===== config.mk =====
export PLATFORM = sky130hd
export DESIGN_NAME = div_ctrl_flat
export DESIGN_NICKNAME = d
export VERILOG_FILES = /design/src/rtl/div_ctrl_pkg.sv /design/src/rtl/div_ctrl_if.sv /design/src/rtl/div_ctrl.sv /design/src/flat_wrapper.sv
export SDC_FILE = /design/constraint.sdc
export NUM_CORES = 1
export LEC_CHECK = 0
export CORE_ASPECT_RATIO = 0.8
export CORE_MARGIN = 2
export CORE_UTILIZATION = 55
export CTS_CLUSTER_DIAMETER = 40
export DETAILED_ROUTE_END_ITERATION = 16
export PLACE_DENSITY = 0.82
export SYNTH_ARGS = -nofsm -noshare
export SYNTH_HDL_FRONTEND = slang
export SYNTH_SLANG_ARGS = --single-unit

===== constraint.sdc =====
create_clock -name clk -period 3.64 [get_ports clk]
set_input_delay 0.546 -clock clk [delete_from_list [all_inputs] [get_ports clk]]
set_output_delay 0.546 -clock clk [all_outputs]
set_load 0.005 [all_outputs]

===== src/rtl/div_ctrl_pkg.sv =====
// Shared types and constants for the multi-cycle integer divider.
package div_ctrl_pkg;

  localparam int unsigned DATA_W   = 32;
  localparam int unsigned RESULT_W = 64;
  localparam int unsigned ITER_CNT = 32;
  localparam int unsigned CNT_W    = 6;
  localparam int unsigned PR_W     = 65;

  typedef enum logic [1:0] {
    DIV_FREE   = 2'b00,
    DIV_BYZERO = 2'b01,
    DIV_ON     = 2'b10,
    DIV_END    = 2'b11
  } div_state_e;

  // Result payload as handed back to EX: {hi, lo} = {remainder, quotient}.
  typedef struct packed {
    logic [DATA_W-1:0] rem;
    logic [DATA_W-1:0] quo;
  } div_result_t;

  // Two's-complement negate when neg is set, pass-through otherwise.
  function automatic logic [DATA_W-1:0] cond_neg(input logic neg,
                                                 input logic [DATA_W-1:0] v);
    return neg ? DATA_W'(~v + DATA_W'(1)) : v;
  endfunction

endpackage


===== src/rtl/div_ctrl_if.sv =====
// EX <-> divider handshake bundle.
interface div_ctrl_if;
  import div_ctrl_pkg::*;

  logic                signed_div_i;
  logic [DATA_W-1:0]   opdata1_i;
  logic [DATA_W-1:0]   opdata2_i;
  logic                start_i;
  logic                annul_i;
  logic [RESULT_W-1:0] result_o;
  logic                ready_o;
  logic                stallreq_o;

  modport master (
    output signed_div_i, opdata1_i, opdata2_i, start_i, annul_i,
    input  result_o, ready_o, stallreq_o
  );

  modport slave (
    input  signed_div_i, opdata1_i, opdata2_i, start_i, annul_i,
    output result_o, ready_o, stallreq_o
  );

endinterface


===== src/rtl/div_ctrl.sv =====
// Radix-2 restoring divider for MIPS32 DIV/DIVU, one quotient bit per cycle.
// Operands are converted to magnitudes at latch time and the signs are
// reapplied once all 32 steps are done.
module div_ctrl
  import div_ctrl_pkg::*;
(
  input  logic      clk,
  input  logic      rst,
  div_ctrl_if.slave bus
);

  div_state_e          state_q, state_d;
  logic [CNT_W-1:0]    cnt_q, cnt_d;
  logic [PR_W-1:0]     pr_q, pr_d;
  logic [DATA_W-1:0]   dvs_q, dvs_d;
  logic                neg_quo_q, neg_quo_d;
  logic                neg_rem_q, neg_rem_d;
  logic [RESULT_W-1:0] result_q, result_d;
  logic                ready_q, ready_d;

  logic                start_ok;
  logic                op1_neg, op2_neg;
  logic [DATA_W-1:0]   op1_mag, op2_mag;
  logic [DATA_W+1:0]   step_diff;
  logic [PR_W-1:0]     pr_step;
  div_result_t         fixed_res;

  // Request qualifier and operand magnitudes for the latch cycle.
  always_comb begin
    start_ok = bus.start_i & ~bus.annul_i;
    op1_neg  = bus.signed_div_i & bus.opdata1_i[DATA_W-1];
    op2_neg  = bus.signed_div_i & bus.opdata2_i[DATA_W-1];
    op1_mag  = cond_neg(op1_neg, bus.opdata1_i);
    op2_mag  = cond_neg(op2_neg, bus.opdata2_i);
  end

  // One restoring step: trial-subtract the divisor from the shifted remainder.
  // pr_q[64:31] is the remainder already shifted left with the next dividend
  // bit appended; the extra top bit makes the borrow unambiguous.
  always_comb begin
    step_diff = pr_q[PR_W-1:DATA_W-1] - (DATA_W+2)'(dvs_q);
    if (step_diff[DATA_W+1]) begin
      pr_step = {pr_q[PR_W-2:0], 1'b0};
    end else begin
      pr_step = {step_diff[DATA_W:0], pr_q[DATA_W-2:0], 1'b1};
    end
  end

  // Sign fix: quotient negative when signs differ, remainder follows dividend.
  always_comb begin
    fixed_res.quo = cond_neg(neg_quo_q, pr_q[DATA_W-1:0]);
    fixed_res.rem = cond_neg(neg_rem_q, pr_q[2*DATA_W-1:DATA_W]);
  end

  // Next-state and registered-output logic.
  always_comb begin
    state_d   = state_q;
    cnt_d     = cnt_q;
    pr_d      = pr_q;
    dvs_d     = dvs_q;
    neg_quo_d = neg_quo_q;
    neg_rem_d = neg_rem_q;
    result_d  = result_q;
    ready_d   = ready_q;

    case (state_q)
      DIV_FREE: begin
        ready_d  = 1'b0;
        result_d = '0;
        if (start_ok) begin
          if (bus.opdata2_i == '0) begin
            state_d = DIV_BYZERO;
          end else begin
            pr_d      = PR_W'(op1_mag);
            dvs_d     = op2_mag;
            neg_quo_d = op1_neg ^ op2_neg;
            neg_rem_d = op1_neg;
            cnt_d     = '0;
            state_d   = DIV_ON;
          end
        end
      end

      DIV_BYZERO: begin
        pr_d     = '0;
        result_d = '0;
        state_d  = DIV_END;
      end

      DIV_ON: begin
        if (bus.annul_i) begin
          ready_d  = 1'b0;
          result_d = '0;
          cnt_d    = '0;
          state_d  = DIV_FREE;
        end else if (cnt_q < CNT_W'(ITER_CNT)) begin
          pr_d  = pr_step;
          cnt_d = cnt_q + CNT_W'(1);
        end else begin
          result_d = fixed_res;
          cnt_d    = '0;
          state_d  = DIV_END;
        end
      end

      DIV_END: begin
        if (bus.start_i) begin
          ready_d = 1'b1;
        end else begin
          ready_d  = 1'b0;
          result_d = '0;
          state_d  = DIV_FREE;
        end
      end

      default: begin
        state_d = DIV_FREE;
      end
    endcase
  end

  // State and datapath registers; synchronous reset clears everything.
  always_ff @(posedge clk) begin
    if (rst) begin
      state_q   <= DIV_FREE;
      cnt_q     <= '0;
      pr_q      <= '0;
      dvs_q     <= '0;
      neg_quo_q <= 1'b0;
      neg_rem_q <= 1'b0;
      result_q  <= '0;
      ready_q   <= 1'b0;
    end else begin
      state_q   <= state_d;
      cnt_q     <= cnt_d;
      pr_q      <= pr_d;
      dvs_q     <= dvs_d;
      neg_quo_q <= neg_quo_d;
      neg_rem_q <= neg_rem_d;
      result_q  <= result_d;
      ready_q   <= ready_d;
    end
  end

  // Stall while a divide is accepted or in progress; never during reset.
  always_comb begin
    bus.stallreq_o = ~rst & ((state_q == DIV_BYZERO) ||
                             (state_q == DIV_ON) ||
                             ((state_q == DIV_FREE) && start_ok));
  end

  assign bus.result_o = result_q;
  assign bus.ready_o  = ready_q;

endmodule


===== src/flat_wrapper.sv =====
// flat-port wrapper written by rule: the top's interface ports become plain ports
module div_ctrl_flat import div_ctrl_pkg::*;
  (clk, rst, bus_signed_div_i, bus_opdata1_i, bus_opdata2_i, bus_start_i, bus_annul_i, bus_result_o, bus_ready_o, bus_stallreq_o);
  div_ctrl_if bus_i ();
  input  logic clk;
  input  logic rst;
  input wire logic [$bits(bus_i.signed_div_i)-1:0] bus_signed_div_i;
  input wire logic [$bits(bus_i.opdata1_i)-1:0] bus_opdata1_i;
  input wire logic [$bits(bus_i.opdata2_i)-1:0] bus_opdata2_i;
  input wire logic [$bits(bus_i.start_i)-1:0] bus_start_i;
  input wire logic [$bits(bus_i.annul_i)-1:0] bus_annul_i;
  output wire logic [$bits(bus_i.result_o)-1:0] bus_result_o;
  output wire logic [$bits(bus_i.ready_o)-1:0] bus_ready_o;
  output wire logic [$bits(bus_i.stallreq_o)-1:0] bus_stallreq_o;
  assign bus_i.signed_div_i = bus_signed_div_i;
  assign bus_i.opdata1_i = bus_opdata1_i;
  assign bus_i.opdata2_i = bus_opdata2_i;
  assign bus_i.start_i = bus_start_i;
  assign bus_i.annul_i = bus_annul_i;
  assign bus_result_o = bus_i.result_o;
  assign bus_ready_o = bus_i.ready_o;
  assign bus_stallreq_o = bus_i.stallreq_o;
  div_ctrl u_core (.clk(clk), .rst(rst), .bus(bus_i));
endmodule

Word-level counts from Yosys, hierarchy flattened. Cells that the tools add are included.

Register bits after elaboration: 172. Input port bits: 69. Output and inout port bits: 66. Logic and storage cells: 80.

Add/sub/neg operators: 6. $lt $le $gt $ge: 1. Equal/unequal tests: 10. Muxes and demuxes: 28. Bitwise logic cells: 12. Reduce and logical (&&, ||, !) cells: 15.

Operators with widths (number): $mux W65 (5); $pmux W65 S3 (1); $mux W64 (3); $pmux W64 S3 (1); $add A32 B1 Y32 const B (4); $mux W32 (4); $not A32 Y32 (4); $sub A34 B32 Y34 (1); $logic_not A32 Y1 (1); $mux W6 (4); $pmux W6 S2 (1); $mux W2 (5); $reduce_and A3 Y1 (3); $ne A2 B2 Y1 const B (4); $pmux W2 S4 (1); $add A6 B1 Y6 const B (1); $lt A6 B6 Y1 const B (1); $reduce_bool A3 Y1 (2); $reduce_and A5 Y1 (1); $and A1 B1 Y1 (4); $eq A2 B2 Y1 const B (2); $ne A2 B1 Y1 const B (2); $reduce_and A2 Y1 (2); $ne A3 B3 Y1 const B (1); 10 further kinds (14).

Longest topological paths before layout. Gate-level depths: netlist of the first run.

Word-level depth: 6. Depth in mapped cells: 13. Mapped depth without buffers: 12.

Worst setup path after synthesis of the first run. Ideal clock, no wire load.

Path type: register to register. Start point: reg u_core.pr_q[7]. End point: reg u_core.result_q[27] (netlist: u_core.bus.result_o[27]). Setup time: 0.117 ns. Data arrival time: 2.987 ns. Required time: 3.523 ns. Path slack: 0.536 ns. Cell stages (with the launch flop): 9. Buffers on the path: 0. Period minus slack after synthesis: 3.104 ns. Path through: dfxtp_1 or4_4 or4_4 or3_4 or3_4 or4_4 o41ai_2 xnor2_1 a22o_1.

Word-level cells in the longest chain between the ends: 6.

RTL lines: start: declaration (line div_ctrl.sv:14) `logic [PR_W-1:0] pr_q, pr_d;`; start signal: assignment (line div_ctrl.sv:136) `pr_q <= pr_d;`; $not A32 Y32 (line div_ctrl_pkg.sv:26) `return neg ? DATA_W'(~v + DATA_W'(1)) : v;`; $add A32 B1 Y32 (line div_ctrl_pkg.sv:26); $mux W32 (line div_ctrl_pkg.sv:26); $mux W64 (line div_ctrl.sv:96) `end else if (cnt_q < CNT_W'(ITER_CNT)) begin`; $mux W64 (line div_ctrl.sv:91) `if (bus.annul_i) begin`; $pmux W64 S3 (line div_ctrl.sv:66) `case (state_q)`; end signal: assignment (line div_ctrl.sv:140) `result_q <= result_d;`; end: declaration (line div_ctrl.sv:18) `logic [RESULT_W-1:0] result_q, result_d;`.

No other way between the ends. The select of a mux whose other input is x is not followed. A chain may end at the register's enable or synchronous reset.

Final worst setup path of the first run.
Start point: reg u_core.pr_q[31]. End point: reg u_core.pr_q[60].

Word-level cells in the longest chain between the ends: 5.

RTL lines: $sub A34 B32 Y34 (line div_ctrl.sv:41) `step_diff = pr_q[PR_W-1:DATA_W-1] - (DATA_W+2)'(dvs_q);`; $mux W65 (line div_ctrl.sv:42) `if (step_diff[DATA_W+1]) begin`; $mux W65 (line div_ctrl.sv:96); $mux W65 (line div_ctrl.sv:91); $pmux W65 S3 (line div_ctrl.sv:66).

No other way between the ends. The select of a mux whose other input is x is not followed.

==> results of run 1 <==
cells in the mapped netlist, drive strengths merged, types with 10 or more instances:
| master | instances | area, µm² |
|---|---|---|
| dfxtp | 172 | 3440 |
| nor2 | 163 | 612 |
| nand2 | 122 | 458 |
| xnor2 | 109 | 955 |
| clkbuf | 82 | 308 |
| o21ai | 79 | 395 |
| a21oi | 78 | 390 |
| inv | 63 | 236 |
| a211oi | 46 | 345 |
| a22oi | 46 | 345 |
| ha | 43 | 538 |
| nand3 | 32 | 160 |
| o31ai | 32 | 250 |
| xor2 | 32 | 280 |
| nand4 | 31 | 194 |
| nor3 | 31 | 155 |
| o211ai | 25 | 188 |
| or3 | 25 | 166 |
| a22o | 21 | 184 |
| or4 | 17 | 143 |
| a21o | 14 | 105 |
| o41ai | 14 | 138 |
| a31oi | 13 | 81.3 |
| nand2b | 11 | 68.8 |
| mux2i | 10 | 100 |
layout make-up:
cell class,count,area (µm²),area share [%]
timing repair buffer,184,1730,12.8
clock buffer,19,453,3.36
clock inverter,11,134,0.993
tap,264,330,2.45
sequential,172,3440,25.5
inverter,64,240,1.78
multi-input combinational,1105,7160,53.1
power by group through the flow:
stage          combinational, mW  sequential, mW  clock (mW)
2_1_floorplan               1.94            2.37           0
3_3_place_gp                2.61            2.49           0
3_5_place_dp                2.67            2.51           0
4_1_cts                     2.69            2.47        1.85
5_1_grt                     3.02            2.51        1.92
6_report                    2.75            2.49        1.84
worst max-delay path: stages (launching register included):
cell and delay, ns:
dfxtp_1 0.32, inv_1 0.09, ha_1 0.17, inv_1 0.06
fa_1 0.43, a211oi_1 0.22, o21ai_0 0.19, buf_4 0.19
o21a_1 0.21, o211ai_1 0.29, a31oi_1 0.14, o21ai_0 0.16
or4b_2 0.61, o221ai_1 0.21
cell families (layout without fill, tap and decap cells):
group	Yosys count	count (layout)	share of synthesized area, %
AND/OR/NAND/NOR	485	485	20.7
AO/OA/AOI/OAI	423	423	26.1
flip-flops	172	172	30.8
multiplexers	12	12	1.10
buffers and inverters	155	278	5.21
XOR/XNOR	141	141	11.1
adder cells (fa/ha/maj)	44	44	5.00
routing by layer:
| layer | track usage (%) | wire, µm |
|---|---|---|
| met1 | 46.6 | 15500 |
| met2 | 45.4 | 14400 |
| met3 | 6.79 | 3360 |
| met4 | 8.26 | 633 |
| met5 | 0 | 0 |
registers in the layout, indices dropped and copies added (netlist names):
register and cells:
u_core.state_q 2, u_core.pr_q 65, u_core.cnt_q 6, u_core.neg_rem_q 1, u_core.dvs_q 32, u_core.bus.result_o 64
u_core.neg_quo_q 1, u_core.bus.ready_o 1
metrics by stage:
step | hold slack [ns] | std cells
2_1_floorplan | 0.446 | 1432
3_3_place_gp | 0.450 | 1789
3_5_place_dp | 0.451 | 1789
4_1_cts | 0.465 | 1819
5_1_grt | 0.488 | 1819
6_report | 0.472 | 1819
path summary, 6_finish.rpt:
kind	from	endpoint	slack, ns	cells past startpoint
hold reg to reg	u_core.bus.result_o[32]	u_core.bus.result_o[32]	0.47	2
setup reg to reg	u_core.pr_q[31]	u_core.pr_q[60]	0.29	13
setup / recovery	u_core.pr_q[31]	u_core.pr_q[60]	0.29	13
hold / removal	u_core.bus.result_o[32]	u_core.bus.result_o[32]	0.47	2
==> run summary, run 1 <==
gpl congestion -> 0.909
die area -> 21,500 µm²
via/cell ratio -> 6.21
filler cell count -> 1,625
post-CTS setup buffers -> 0
Switching Share -> 39.9%
first-pass GRT wire length -> 53.9 mm
vias in the first global route -> 10.3k
Arr. time, crit path -> 3.70 ns
layout cells sized above 1 -> 7.20%
CTS tree -> done
RSZ-0062 raised after global routing -> false
CP endpoint kind -> register
Reg power frac -> 35.2%
Routed Antenna Nets -> 0
commonest cells after routing, fill and taps aside -> dfxtp_1, nor2_1, clkdlybuf4s50_1, nand2_1, xnor2_1
Comb pwr share -> 38.8%
Int Pwr -> 4.25 mW
Startpoint Class -> register
Initial Util -> 56.2%
slew margin rel. -> 23.1%
register area share after synthesis -> 30.8%
Post-Synthesis Mean Instance Area -> 7.79 µm²
# diodes -> 0
input/output buffers -> 134
H-tree levels -> 4
pwr dens -> 525 nW/µm²
Period minus WS final -> 3.35 ns
leak pwr -> 5.03 nW
layout net count -> 1,657
initial antenna violation count -> 0
Clk Latency, worst-skew pair -> 0.44 ns
commonest non-fill, non-tap cell in the layout -> dfxtp_1
WL per Instance -> 18.6 µm
Total Power -> 7.07 mW
pin count of the biggest net entering global routing -> 69
setup_tns -> 0 ns
mapped cell area -> 11,200 µm²
CP required -> 3.99 ns
Post-CTS Resized -> 0
CTS root buf -> clkbuf_16
Site Rows -> 46
EDFF count, synth -> 0
fin crit share -> 92.1%
DRC viols -> 0
Worst-Margin Slew -> 1.15 ns
DRT Pass-1 Iters -> 5
vias -> 11.3k
Post-CTS Hold Fix Bufs -> 0
Post-Syn Nets -> 1,545
design area -> 13,500 µm²
Peak VDD IR -> 0.000338 V
DP Worst Slack -> 0.0994 ns
Ys Warns -> 0
final worst slack -> 0.287 ns
post-layout util -> 67.9%
Final setup viols -> 0
final worst clock skew -> 0.00982 ns
CTS Buffer Depth -> 2
I/O pin cnt -> 135
Main synth FF type -> dfxtp_1
register bit total from synthesis -> 172
sw power -> 2.82 mW
fmax -> 298 MHz
DIE HEIGHT -> 131 µm
outcome -> finished, final reports clean
CTS sink cnt -> 172
Syn-to-layout area delta -> 20.8%
clock share of power -> 26.0%
CP Max Fanout -> 4
Hold Path Class -> reg2reg
Post-synth ARST share -> 0%
dpl hpwl -> 25.4 mm
Die Width -> 163 µm
CTS Buf Count -> 17
MaxCap Viol Count -> 0
Reg clk slew, reported paths -> 0.06 ns
detailed-route wire length -> 33.8 mm
Post-DP Area -> 12,900 µm²
Cell variety after synth -> 66
GRT Residual Overflow -> 0
Core Area -> 19,900 µm²
Initial DRC Count -> 1,288
global-route usage over all layers -> 31.3%
max-slew violation count -> 0
cell count after synthesis -> 1,432
final hold vios -> 0
critical path class -> reg2reg
(Power assumes the default switching activity.)
==> inputs of run 2 (changes only) <==
--- a/config.mk
+++ b/config.mk
@@ -10,7 +10,7 @@
 export CORE_UTILIZATION = 55
 export CTS_CLUSTER_DIAMETER = 40
 export DETAILED_ROUTE_END_ITERATION = 16
-export PLACE_DENSITY = 0.82
+export PLACE_DENSITY = 0.77
 export SYNTH_ARGS = -nofsm -noshare
 export SYNTH_HDL_FRONTEND = slang
 export SYNTH_SLANG_ARGS = --single-unit
==> run summary, run 2 (synthesized netlist as in run 1, its figures left out) <==
CP cell instances -> inv_1 > ha_1 > inv_1 > fa_1 > a211oi_1 > o21ai_0 > a21oi_1 > a31oi_1 > a21oi_1 > buf_4 > mux2_2 > o311ai_0 > o221ai_1
via/cell ratio -> 6.23
gpl congestion -> 0.934
Startpoint Class -> register
die area -> 21,500 µm²
critical path class -> reg2reg
first-pass GRT wire length -> 53.0 mm
CP Max Fanout -> 4
Slowest cell on crit path -> fa_1
GR Util met1 -> 49.3%
H-tree levels -> 4
max-slew violation count -> 0
Total Power -> 7.10 mW
Clk Latency, worst-skew pair -> 0.45 ns
M2 GR Usage -> 43.4%
CTS Buf Count -> 17
Reg power frac -> 35.2%
CP endpoint kind -> register
post-layout util -> 68.1%
setup_tns -> 0 ns
commonest cells after routing, fill and taps aside -> dfxtp_1, nor2_1, clkdlybuf4s50_1, nand2_1, xnor2_1
CTS tree -> done
Syn-to-layout area delta -> 21.2%
pwr dens -> 525 nW/µm²
Comb pwr share -> 39.0%
max reg flops -> 65
Largest delay share family, worst path -> compound AO/OA/AOI/OAI gates
layout net count -> 1,660
vias -> 11.4k
CP max stage delay -> 0.42 ns
Die Width -> 163 µm
input/output buffers -> 134
slew margin rel. -> 22.8%
Peak VDD IR -> 0.000391 V
Initial DRC Count -> 1,375
grt peak-use layer -> met1
hold slack -> 0.482 ns
final worst slack -> 0.328 ns
Core Area -> 19,900 µm²
CTS sink cnt -> 172
vias in the first global route -> 9,660
final worst clock skew -> 0.0178 ns
post-CTS setup buffers -> 0
# diodes -> 0
Reg clk slew, reported paths -> 0.07 ns
fmax -> 302 MHz
clock share of power -> 25.8%
detailed-route wire length -> 34.0 mm
Final setup viols -> 0
initial antenna violation count -> 0
commonest non-fill, non-tap cell in the layout -> dfxtp_1
Largest Register -> u_core.pr_q
DRT Pass-1 Iters -> 5
Switching Share -> 41.6%
outcome -> finished, final reports clean
DRC viols -> 0
Period minus WS final -> 3.31 ns
CP required -> 3.95 ns
Int Pwr -> 4.15 mW
Post-CTS Hold Fix Bufs -> 0
DIE HEIGHT -> 131 µm
GRT Residual Overflow -> 0
Routed Antenna Nets -> 0
Arr. time, crit path -> 3.63 ns
Initial Util -> 56.2%
I/O pin cnt -> 135
layout cells sized above 1 -> 7.50%
fin crit share -> 91.0%
grt met3 use -> 4.45%
WL per Instance -> 18.6 µm
CTS root buf -> clkbuf_16
Post-CTS Resized -> 0
final hold vios -> 0
pin count of the biggest net entering global routing -> 67
DP Worst Slack -> 0.158 ns
Hold Path Class -> reg2reg
Worst-Margin Slew -> 1.16 ns
dpl hpwl -> 25.7 mm
CTS Buffer Depth -> 2
MaxCap Viol Count -> 0
Site Rows -> 46
global-route usage over all layers -> 30.9%
Worst Path Buf+Inv -> 3
RSZ-0062 raised after global routing -> false
leak pwr -> 5.07 nW
sw power -> 2.95 mW
-- run 2: changes by cell type in the layout (fill, tap and decap cells not counted), sizes merged --
cell      delta
bufinv       -2
clkinvlp     -4
clkinv       +7
clkbuf       -2
inv          +3
buf          +3
-- run 2: worst min-delay path, delay by kind of cell (launching register included) --
family / cells / cell delay [ns]
DFF: 1 / 0.33
and+or+nand+nor: 1 / 0.06
AOI/OAI and AO/OA: 1 / 0.05
-- run 2: worst paths after layout --
path	cells after the start	slack (ns)	end	startpoint
worst max-delay path	13	0.33	u_core.pr_q[62]	u_core.pr_q[31]
worst min-delay path	2	0.48	u_core.bus.result_o[19]	u_core.bus.result_o[19]
worst max register to register	13	0.33	u_core.pr_q[62]	u_core.pr_q[31]
worst min register to register	2	0.48	u_core.bus.result_o[19]	u_core.bus.result_o[19]
-- run 2: layout make-up --
class | instances | area, µm²
fill | 1685 | 6330
multi-input combinational | 1105 | 7160
sequential | 172 | 3440
timing repair buffer | 187 | 1760
clock buffer | 17 | 425
tap | 264 | 330
clock inverter | 15 | 169
inverter | 64 | 240
-- run 2: metrics by stage --
stage / instances / cell area [µm²]
after detailed placement: 1792 / 12900
after global placement: 1792 / 12900
after global routing: 1824 / 13500
after floorplan: 1432 / 11200
after CTS: 1824 / 13500
final: 1824 / 13500
-- run 2: per-layer routing --
metal,share of wire [%],vias to the layer above,wire length [µm]
met5,0,-,0
met4,1.2,0,416
met3,9.9,38,3360
met2,42,556,14200
met1,47,5325,16000
li1,-,5437,-
-- run 2: power by group through the flow --
| stage | clock [mW] | sequential [mW] | combinational [mW] |
|---|---|---|---|
| after floorplan | 0 | 2.37 | 1.94 |
| after global placement | 0 | 2.50 | 2.64 |
| after detailed placement | 0 | 2.51 | 2.70 |
| after CTS | 1.85 | 2.47 | 2.72 |
| after global routing | 1.92 | 2.52 | 3.02 |
| final | 1.83 | 2.50 | 2.77 |
==> inputs of run 3 (changes only) <==
--- a/config.mk
+++ b/config.mk
@@ -5,12 +5,14 @@
 export SDC_FILE = /design/constraint.sdc
 export NUM_CORES = 1
 export LEC_CHECK = 0
+export CELL_PAD_IN_SITES_DETAIL_PLACEMENT = 0
+export CELL_PAD_IN_SITES_GLOBAL_PLACEMENT = 1
 export CORE_ASPECT_RATIO = 0.8
 export CORE_MARGIN = 2
-export CORE_UTILIZATION = 55
+export CORE_UTILIZATION = 42
 export CTS_CLUSTER_DIAMETER = 40
 export DETAILED_ROUTE_END_ITERATION = 16
-export PLACE_DENSITY = 0.77
+export PLACE_DENSITY = 0.79
 export SYNTH_ARGS = -nofsm -noshare
 export SYNTH_HDL_FRONTEND = slang
 export SYNTH_SLANG_ARGS = --single-unit
==> run summary, run 3 (synthesized netlist as in run 1, its figures left out) <==
DRC viols -> 0
gpl congestion -> 0.868
Startpoint Class -> register
first-pass GRT wire length -> 55.4 mm
input/output buffers -> 134
CP endpoint kind -> register
CP max stage delay -> 0.59 ns
layout net count -> 1,666
Clk Latency, worst-skew pair -> 0.45 ns
Slowest cell on crit path -> or4_4
CP cell instances -> or4_4 > or4_4 > or3_4 > or3_4 > or4_4 > o31ai_2 > xnor2_1 > a22o_1
Critical path origin -> u_core.pr_q[7]
GRT Residual Overflow -> 0
commonest non-fill, non-tap cell in the layout -> dfxtp_1
Largest Register -> u_core.pr_q
Core Area -> 26,200 µm²
CP endpoint -> u_core.bus.result_o[29]
die area -> 27,900 µm²
leak pwr -> 5.10 nW
critical path class -> reg2reg
initial antenna violation count -> 0
# diodes -> 0
Initial Util -> 42.6%
I/O pin cnt -> 135
Initial DRC Count -> 880
Site Rows -> 53
post-CTS setup buffers -> 0
Arr. time, crit path -> 3.67 ns
pwr dens -> 528 nW/µm²
global-route usage over all layers -> 25.8%
Period minus WS final -> 3.33 ns
setup_tns -> 0 ns
slew margin rel. -> 38.2%
hold slack -> 0.472 ns
Routed Antenna Nets -> 0
Hold Path Class -> reg2reg
max reg flops -> 65
multi-input logic area -> 7160 µm²
detailed-route wire length -> 36.0 mm
fmax -> 301 MHz
outcome -> finished, final reports clean
layout cells sized above 1 -> 7.80%
Die Width -> 186 µm
Post-CTS Resized -> 0
Post-CTS Hold Fix Bufs -> 0
final hold vios -> 0
Peak VDD IR -> 0.000359 V
Reg clk slew, reported paths -> 0.08 ns
CTS Buffer Depth -> 2
Reg-to-Reg Start -> u_core.pr_q[7]
critical path's most frequent cell -> or4_4
CTS sink cnt -> 172
via/cell ratio -> 5.75
MaxCap Viol Count -> 0
FF-to-FF setup slack -> 0.31 ns
WL per Instance -> 18.8 µm
final worst clock skew -> 0.0134 ns
DRT Pass-1 Iters -> 6
filler cell count -> 2,532
vias in the first global route -> 9,740
CTS tree -> done
commonest cells after routing, fill and taps aside -> dfxtp_1, nor2_1, clkdlybuf4s50_1, nand2_1, xnor2_1
DIE HEIGHT -> 150 µm
register area -> 3440 µm²
RSZ-0062 raised after global routing -> false
CP Max Fanout -> 7
Final setup viols -> 0
pin count of the biggest net entering global routing -> 68
CP required -> 3.98 ns
reg2reg path depth -> 8
fin crit share -> 91.3%
H-tree levels -> 4
CTS Buf Count -> 17
Worst-Margin Slew -> 0.922 ns
CTS root buf -> clkbuf_16
dpl hpwl -> 27.2 mm
Hold Path Origin -> u_core.bus.result_o[32]
Syn-to-layout area delta -> 22.8%
vias -> 11.0k
max-slew violation count -> 0
R2R Path End -> u_core.bus.result_o[29]
## run 3: final cells by class
class	instances	share of cell area, %
clock inverter	13	1.27
multi-input combinational	1105	52.2
clock buffer	18	3.13
timing repair buffer	193	13.3
tap	357	3.26
inverter	64	1.75
sequential	172	25.1
## run 3: metal layers
layer	wire length [µm]	track usage [%]	vias up
met5	0	0	-
met4	419	6.02	0
li1	-	-	5447
met3	2300	4.99	21
met2	14300	34.5	333
met1	19000	41.2	5243
## run 3: how the worst min path moves through the flow
stage | endpoint | slack [ns] | depth (start not counted)
6_report | u_core.bus.result_o[32] | 0.47 | 2
5_1_grt | u_core.bus.result_o[21] | 0.49 | 1
4_1_cts | u_core.bus.result_o[0] | 0.47 | 2
3_5_place_dp | u_core.bus.result_o[32] | 0.46 | 2
3_3_place_gp | u_core.bus.result_o[19] | 0.45 | 2
2_1_floorplan | u_core.dvs_q[31] | 0.45 | 2
## run 3: power by group
group | leakage, nW | internal [mW] | switching (mW)
sequential | 1.40 | 2.12 | 0.358
combinational | 3.42 | 1.11 | 1.70
clock | 0.291 | 1.09 | 0.853
total | 5.10 | 4.33 | 2.91
## run 3: critical path: cells and delay by family (launching register included)
family / cells / cell delay, ns
AND/OR/NAND/NOR: 5 / 2.26
AO/OA/AOI/OAI: 2 / 0.47
flip-flops: 1 / 0.39
XOR/XNOR: 1 / 0.10
## run 3: through the flow
step | cells | utilization, % | total power, mW | area [µm²] | setup WS (ns)
final | 1922 | 52.3 | 7.24 | 13700 | 0.315
after global routing | 1922 | 52.3 | 7.65 | 13700 | 0.146
after CTS | 1922 | 52.3 | 7.23 | 13700 | 0.312
after floorplan | 1432 | - | 4.32 | 11200 | 0.536
after global placement | 1891 | 50.0 | 5.26 | 13100 | 0.196
after detailed placement | 1891 | 50.0 | 5.28 | 13100 | 0.137
